`src/rtl/fetch_unit.sv`:
```
// fetch_unit: RV32I fetch front end with 2-entry instruction queue, stall and redirect flush
module fetch_unit #(
  parameter logic [31:0] RESET_PC = 32'h0000_0000
) (
  input  logic        clk,
  input  logic        rst,
  output logic        imem_req,
  output logic [31:0] imem_addr,
  input  logic        imem_gnt,
  input  logic        imem_rvalid,
  input  logic [31:0] imem_rdata,
  input  logic        redirect,
  input  logic [31:0] redirect_pc,
  input  logic        id_ready,
  output logic        id_valid,
  output logic [31:0] id_ir,
  output logic [31:0] id_pc,
  output logic [2:0]  id_imm_type
);
  logic [31:0] r_pc, r_resp_pc;
  logic [1:0]  r_outstanding, r_drop_cnt, r_count;
  logic [66:0] r_q0, r_q1;
  logic        w_pop, w_push, w_drop, w_gnt, w_wr1;
  logic [2:0]  w_occ, w_imm, w_f3;
  logic [6:0]  w_op;
  logic [66:0] w_ent;
  logic [31:0] w_rpc;

  assign w_op  = imem_rdata[6:0];
  assign w_f3  = imem_rdata[14:12];
  assign w_imm = (w_op == 7'b0010011) ? ((w_f3 == 3'b001 || w_f3 == 3'b101) ? 3'b101 : 3'b000) :
                 (w_op == 7'b1100011) ? 3'b001 :
                 (w_op == 7'b0100011) ? 3'b010 :
                 (w_op == 7'b0110111 || w_op == 7'b0010111) ? 3'b011 :
                 (w_op == 7'b1101111) ? 3'b100 : 3'b000;

  assign id_valid    = r_count != 2'd0;
  assign id_pc       = r_q0[66:35];
  assign id_ir       = r_q0[34:3];
  assign id_imm_type = r_q0[2:0];
  assign imem_addr   = r_pc;

  assign w_pop  = id_valid & id_ready;
  assign w_drop = imem_rvalid && r_drop_cnt != 2'd0;
  assign w_push = imem_rvalid && !w_drop && !redirect;
  // Occupancy counts in-flight requests too, so a granted word always has a slot
  assign w_occ    = {1'b0, r_outstanding} + {1'b0, r_count} - {2'b00, w_pop};
  assign imem_req = !rst && !redirect && w_occ < 3'd2;
  assign w_gnt    = imem_req & imem_gnt;
  assign w_wr1    = (r_count - {1'b0, w_pop}) != 2'd0;
  assign w_ent    = {r_resp_pc, imem_rdata, w_imm};
  assign w_rpc    = redirect_pc & 32'hFFFF_FFFC;

  always_ff @(posedge clk or posedge rst) begin
    if (rst) begin
      r_pc          <= RESET_PC;
      r_resp_pc     <= RESET_PC;
      r_outstanding <= 2'd0;
      r_drop_cnt    <= 2'd0;
      r_count       <= 2'd0;
      r_q0          <= {RESET_PC, 32'd0, 3'd0};
      r_q1          <= {RESET_PC, 32'd0, 3'd0};
    end else if (redirect) begin
      r_pc          <= w_rpc;
      r_resp_pc     <= w_rpc;
      r_count       <= 2'd0;
      r_outstanding <= r_outstanding - {1'b0, imem_rvalid};
      r_drop_cnt    <= r_outstanding - {1'b0, imem_rvalid};
    end else begin
      if (w_gnt) r_pc <= r_pc + 32'd4;
      r_outstanding <= r_outstanding + {1'b0, w_gnt} - {1'b0, imem_rvalid};
      if (w_drop) r_drop_cnt <= r_drop_cnt - 2'd1;
      if (w_push) r_resp_pc <= r_resp_pc + 32'd4;
      r_count <= r_count + {1'b0, w_push} - {1'b0, w_pop};
      r_q0    <= (w_push && !w_wr1) ? w_ent : w_pop ? r_q1 : r_q0;
      if (w_push && w_wr1) r_q1 <= w_ent;
    end
  end
endmodule

```
`config.mk`:
```
export PLATFORM = sky130hd
export DESIGN_NAME = fetch_unit
export DESIGN_NICKNAME = d
export VERILOG_FILES = /design/src/rtl/fetch_unit.sv
export SDC_FILE = /design/constraint.sdc
export NUM_CORES = 1
export LEC_CHECK = 0
export BUFFER_PORTS_ARGS = -buffer_cell sky130_fd_sc_hd__buf_2
export CORE_MARGIN = 2
export CORE_UTILIZATION = 42
export DETAILED_ROUTE_END_ITERATION = 10
export PLACE_DENSITY = 0.73
export SLEW_MARGIN = 20
export SYNTH_ARGS = -nofsm -noshare
export SYNTH_HDL_FRONTEND = slang
export SYNTH_SLANG_ARGS = --single-unit
```
`constraint.sdc`:
```
create_clock -name clk -period 8.8 [get_ports clk]
set_clock_uncertainty 0.05 [all_clocks]
set_input_delay 1.76 -clock clk [delete_from_list [all_inputs] [get_ports clk]]
set_output_delay 1.76 -clock clk [all_outputs]
set_load 0.01 [all_outputs]
```
---- Yosys cells after proc, flatten, opt, wreduce, memory -nomap -nowiden ----
Index checks and enable logic that the tools add are counted.
storage, ports and cells
  bits in registers ....................... 204
  input port bits ......................... 70
  logic and storage cells ................. 68
cells by class
  add/subtract/negate cells ............... 11
  magnitude comparators ................... 1
  equality and inequality tests ........... 8
  mux-type cells .......................... 16
  bitwise operators ....................... 3
  reductions and logical operators ........ 22
operators by type and width
  kind                                                  count
  two-way mux 67 bit                                    2
  two-way mux 32 bit                                    4
  adder 32 x 3 -> 32 bit (second input constant)        2
  two-way mux 3 bit                                     6
  equality test 7 x 5 -> 1 bit (second input constant)  2
  equality test 7 x 6 -> 1 bit (second input constant)  2
  equality test 7 bit (second input constant)           2
  nonzero test 2 bit                                    7
  two-way mux 2 bit                                     4
  subtractor 2 x 1 -> 2 bit                             4
  logical AND 1 bit                                     7
  adder 2 x 1 -> 2 bit                                  2
  logical NOT 1 bit                                     4
  AND reduction 2 bit                                   2
  adder 2 x 2 -> 3 bit                                  1
  equality test 3 x 1 -> 1 bit (second input constant)  1
  equality test 3 bit (second input constant)           1
  < comparator 3 x 2 -> 1 bit (second input constant)   1
  subtractor 3 x 1 -> 3 bit                             1
  AND 1 bit                                             2
  logical OR 1 bit                                      2
  subtractor 2 x 1 -> 2 bit (second input constant)     1
  NOT 1 bit                                             1

---- Longest topological paths before layout ----
  depth in word-level cells ............... 9
  gate-level depth with buffers ........... 12
  mapped depth without buffers ............ 12

---- Worst setup path after synthesis ----
Ideal clock, no wire load.
  path type ............................... input port to output port
  from .................................... input port rst
  to ...................................... output port imem_req
  arrival ................................. 6.500 ns
  setup slack ............................. 0.490 ns
  stages .................................. 2
  buffers on the path ..................... 0
  cells stage by stage .................... inv_1 and4_1
between the ends
  word-level cells in the longest chain between the ends .. 3
ends and longest elaborated chain
  element                             RTL line  RTL
  from (decl)                         6         input logic rst,
  logical NOT 1 bit (no source line)  --
  logical AND 1 bit (2 in series)     48        assign imem_req = !rst && !redirect && w_occ < 3'd2;
  to (decl)                           7         output logic imem_req,
Every way passes these cells.

---- Worst setup path after layout ----
  from .................................... input port id_ready
  to ...................................... output port imem_req
between the ends
  word-level cells in the longest chain between the ends .. 4
ends and longest elaborated chain
  element                      RTL line  RTL
  from (decl)                  14        input logic id_ready,
  AND 1 bit                    43        assign w_pop = id_valid & id_ready;
  subtractor 3 x 1 -> 3 bit    47        assign w_occ = {1'b0, r_outstanding} + {1'b0, r_count} - {2'b00, w_pop};
  < comparator 3 x 2 -> 1 bit  48
  logical AND 1 bit            48
Every way passes these cells.

==> results.yml <==
sta:
  hold_viol_final: 0
  slew_headroom_pct: 29.7
  finalCriticalPeriod_ns: 5.24
  grt_setup_unrepaired: "false"
  tns_ns: 0
  post-route-period-util_pct: 59.5
  tightest_slew_ns: 1.04
  timing.fmax_ghz: 0.191
  setup_viol: 0
  final_max_slew_viol_count: 0
  timing.final.ws_setup_ns: 3.56
drt:
  routedWlPerCell_um: 16.9
  vias: 6840
  wirelength_mm: 21.6
  vias_per_cell: 5.37
  drt_iter0_drc: 422
  ant_nets: 0
  drc_errors: 0
  first_pass_iters: 5
worst_setup_path:
  worstPathArrival_ns: 3.43
  cp_common_cell: "buf_2"
  end_kind: "output pin"
  crit_required_ns: 6.99
  slowest_stage: "fa_1"
  r2r_end: "imem_addr[28]"
  rr_worst_depth: 8
  cp_max_fo: 3
  cp-startpoint: "id_ready"
  path_cells: "buf_2, nor2b_1, o21ai_0, fa_1, xor2_1, and4_1, buf_2"
  r2r-start: "r_count[0]"
  crit_cells: 7
  max_stage_delay_ns: 0.51
  critPathKind: "input port to output pin"
  start_kind: "input port"
  r2r_slack_ns: 5.35
  cp_num_buf_inv: 2
  critical-path-top-delay-family: "adder cells"
  crit_path_end: "imem_req"
floorplanning:
  fp.dieH_um: 154
  core-area_um2: 21900
  pin_count: 171
  initial_core_util_pct: 42.9
  die_w_um: 154
  die_area_um2: 23600
  rows: 54
placement:
  dpl_cell_area_um2: 10400
  place_inst: 1242
  dp_slack_ns: 3.60
  hpwl_mm: 14.6
  port_buffers: 164
  globalplace.congestion: 0.860
cts:
  holdBufCountCts: 0
  cts_resized: 0
  post_cts_buffers: 0
  cts_max_level: 4
  cts_sinks: 196
  clk_pin_slew_worst_paths_ns: 0.07
  clkLatencyLatePin_ns: 0.43
  cts_buffer_depth: 2
  cts_tree: "done"
  root_buffer: "clkbuf_16"
  cts_buffers: 17
global_routing:
  grt_use_total_pct: 18.4
  grt_pass1_wl_mm: 35.0
  gr-total-overflow: 0
  grt_max_degree: 134
  first_global_vias: 6536
  antenna_found_initial: 0
worst_hold_path:
  hold_start: "r_q1[0]"
  hp-class: "flip-flop to flip-flop"
synthesis:
  ys_types: 54
  synth_edf_count: 0
  syn_area_um2: 9390
  synthArstFlopShare_pct: 100
  ys_seq_elements: 196
  synth_area_leaders: "dfrtp_1, mux2_2, mux2i_1"
  synth_top_cell_by_area: "dfrtp_1"
  yosys-top-cells-count: "dfrtp_1, nand2_1, mux2_2, o21ai_0, mux2i_1"
  yosys.cell_count.top_type: "dfrtp_1"
  ys_seq_area_share_pct: 52.2
  syn_inst: 835
  synth_flop_cell: "dfrtp_1"
  yosys_warnings: 0
  yosysTopAreaCellShare_pct: 52.2
  syn_area_per_cell_um2: 11.2
power:
  p_per_area_nw_per_um2: 270
  leakagePower_nw: 4.90
  ir_worst_vdd_v: 0.000112
flow_run:
  drv_cap: 0
finish:
  drive_gt1_share_pct: 31.3
  area_delta_synth_final_pct: 17.7
  nets: 1061
  diodes: 0
  fillerInstances: 1987
  fin_cells: 1274
  fin_area_um2: 11100
run_status:
  status: "finished clean"
-- through the flow --
step           hold slack [ns]  power (W)  util (%)
5_1_grt                  0.470    0.00318      50.5
3_5_place_dp             0.426    0.00217      47.6
2_1_floorplan            0.401    0.00187         -
4_1_cts                  0.442    0.00303      50.5
3_3_place_gp             0.415    0.00214      47.6
6_report                 0.443    0.00299      50.5
-- final cells by class --
type | instances | area (um2) | share of cell area (%)
inverters | 12 | 52.6 | 0.475
multi-input cells | 584 | 4250 | 38.4
well taps | 280 | 350 | 3.17
clock buffers | 18 | 439 | 3.97
clock inverters | 14 | 198 | 1.79
repair buffers | 170 | 866 | 7.83
flip-flops and latches | 196 | 4900 | 44.4
-- cells in the final DEF (no fill, tap or decap), types with 8 or more instances in the layout --
| cell | Yosys | routed |
|---|---|---|
| ha_1 | 9 | 9 |
| inv_1 | 12 | 10 |
| buf_2 | 14 | 164 |
| nand2_1 | 95 | 95 |
| clkbuf_16 | 0 | 17 |
| nor2_1 | 24 | 24 |
| xnor2_1 | 36 | 36 |
| and3_1 | 9 | 9 |
| o21ai_0 | 78 | 78 |
| nand3_1 | 28 | 28 |
| nand4_1 | 25 | 25 |
| nor3_1 | 9 | 8 |
| a21oi_1 | 13 | 13 |
| xor2_1 | 18 | 18 |
| mux2_2 | 94 | 94 |
| dfrtp_1 | 196 | 196 |
| mux2i_1 | 66 | 66 |
-- flip-flops by register name, indices dropped and copies added (netlist names) --
register and count:
imem_addr 30, r_outstanding 2, r_drop_cnt 2, r_resp_pc 30, r_count 2, r_q1 65, r_q0 65
-- layer usage --
layer	vias up	wire (um)	track usage, %
li1	3256	-	-
met1	3365	10400	27.0
met2	205	9830	28.4
met3	14	1090	3.89
met4	0	225	4.24
met5	-	0	0
-- logic make-up after synthesis --
logic type	synth area share, %
simple gates	13.0
xor+xnor	5.21
compound gates	7.04
mux	18.3
buf+inv	2.76
flops	52.2
other cells	0.0399
fa+ha+maj	1.41
-- how the worst min path moves through the flow --
stage / end / slack, ns / cells after the start
final: r_q1[0] / 0.44 / 2
after global routing: r_q1[51] / 0.47 / 1
after CTS: r_q1[0] / 0.44 / 2
after detailed placement: r_q1[0] / 0.43 / 2
after global placement: r_q1[2] / 0.41 / 2
after floorplan: r_q1[0] / 0.40 / 2
-- where the power goes --
part           total (W)  switching (W)  internal [W]
clock           0.000837       0.000348      0.000489
combinational   0.000798       0.000421      0.000377
sequential       0.00135       0.000177       0.00117
-- worst register-to-register path: cells and delay by family, from the launching register on --
family          cells  cell delay, ns
compound gates      1            0.20
xor+xnor            2            0.46
fa+ha+maj           1            0.51
flops               1            0.42
mux                 1            0.27
simple gates        3            1.43
Note: power is estimated with default switching activity, not from simulation.
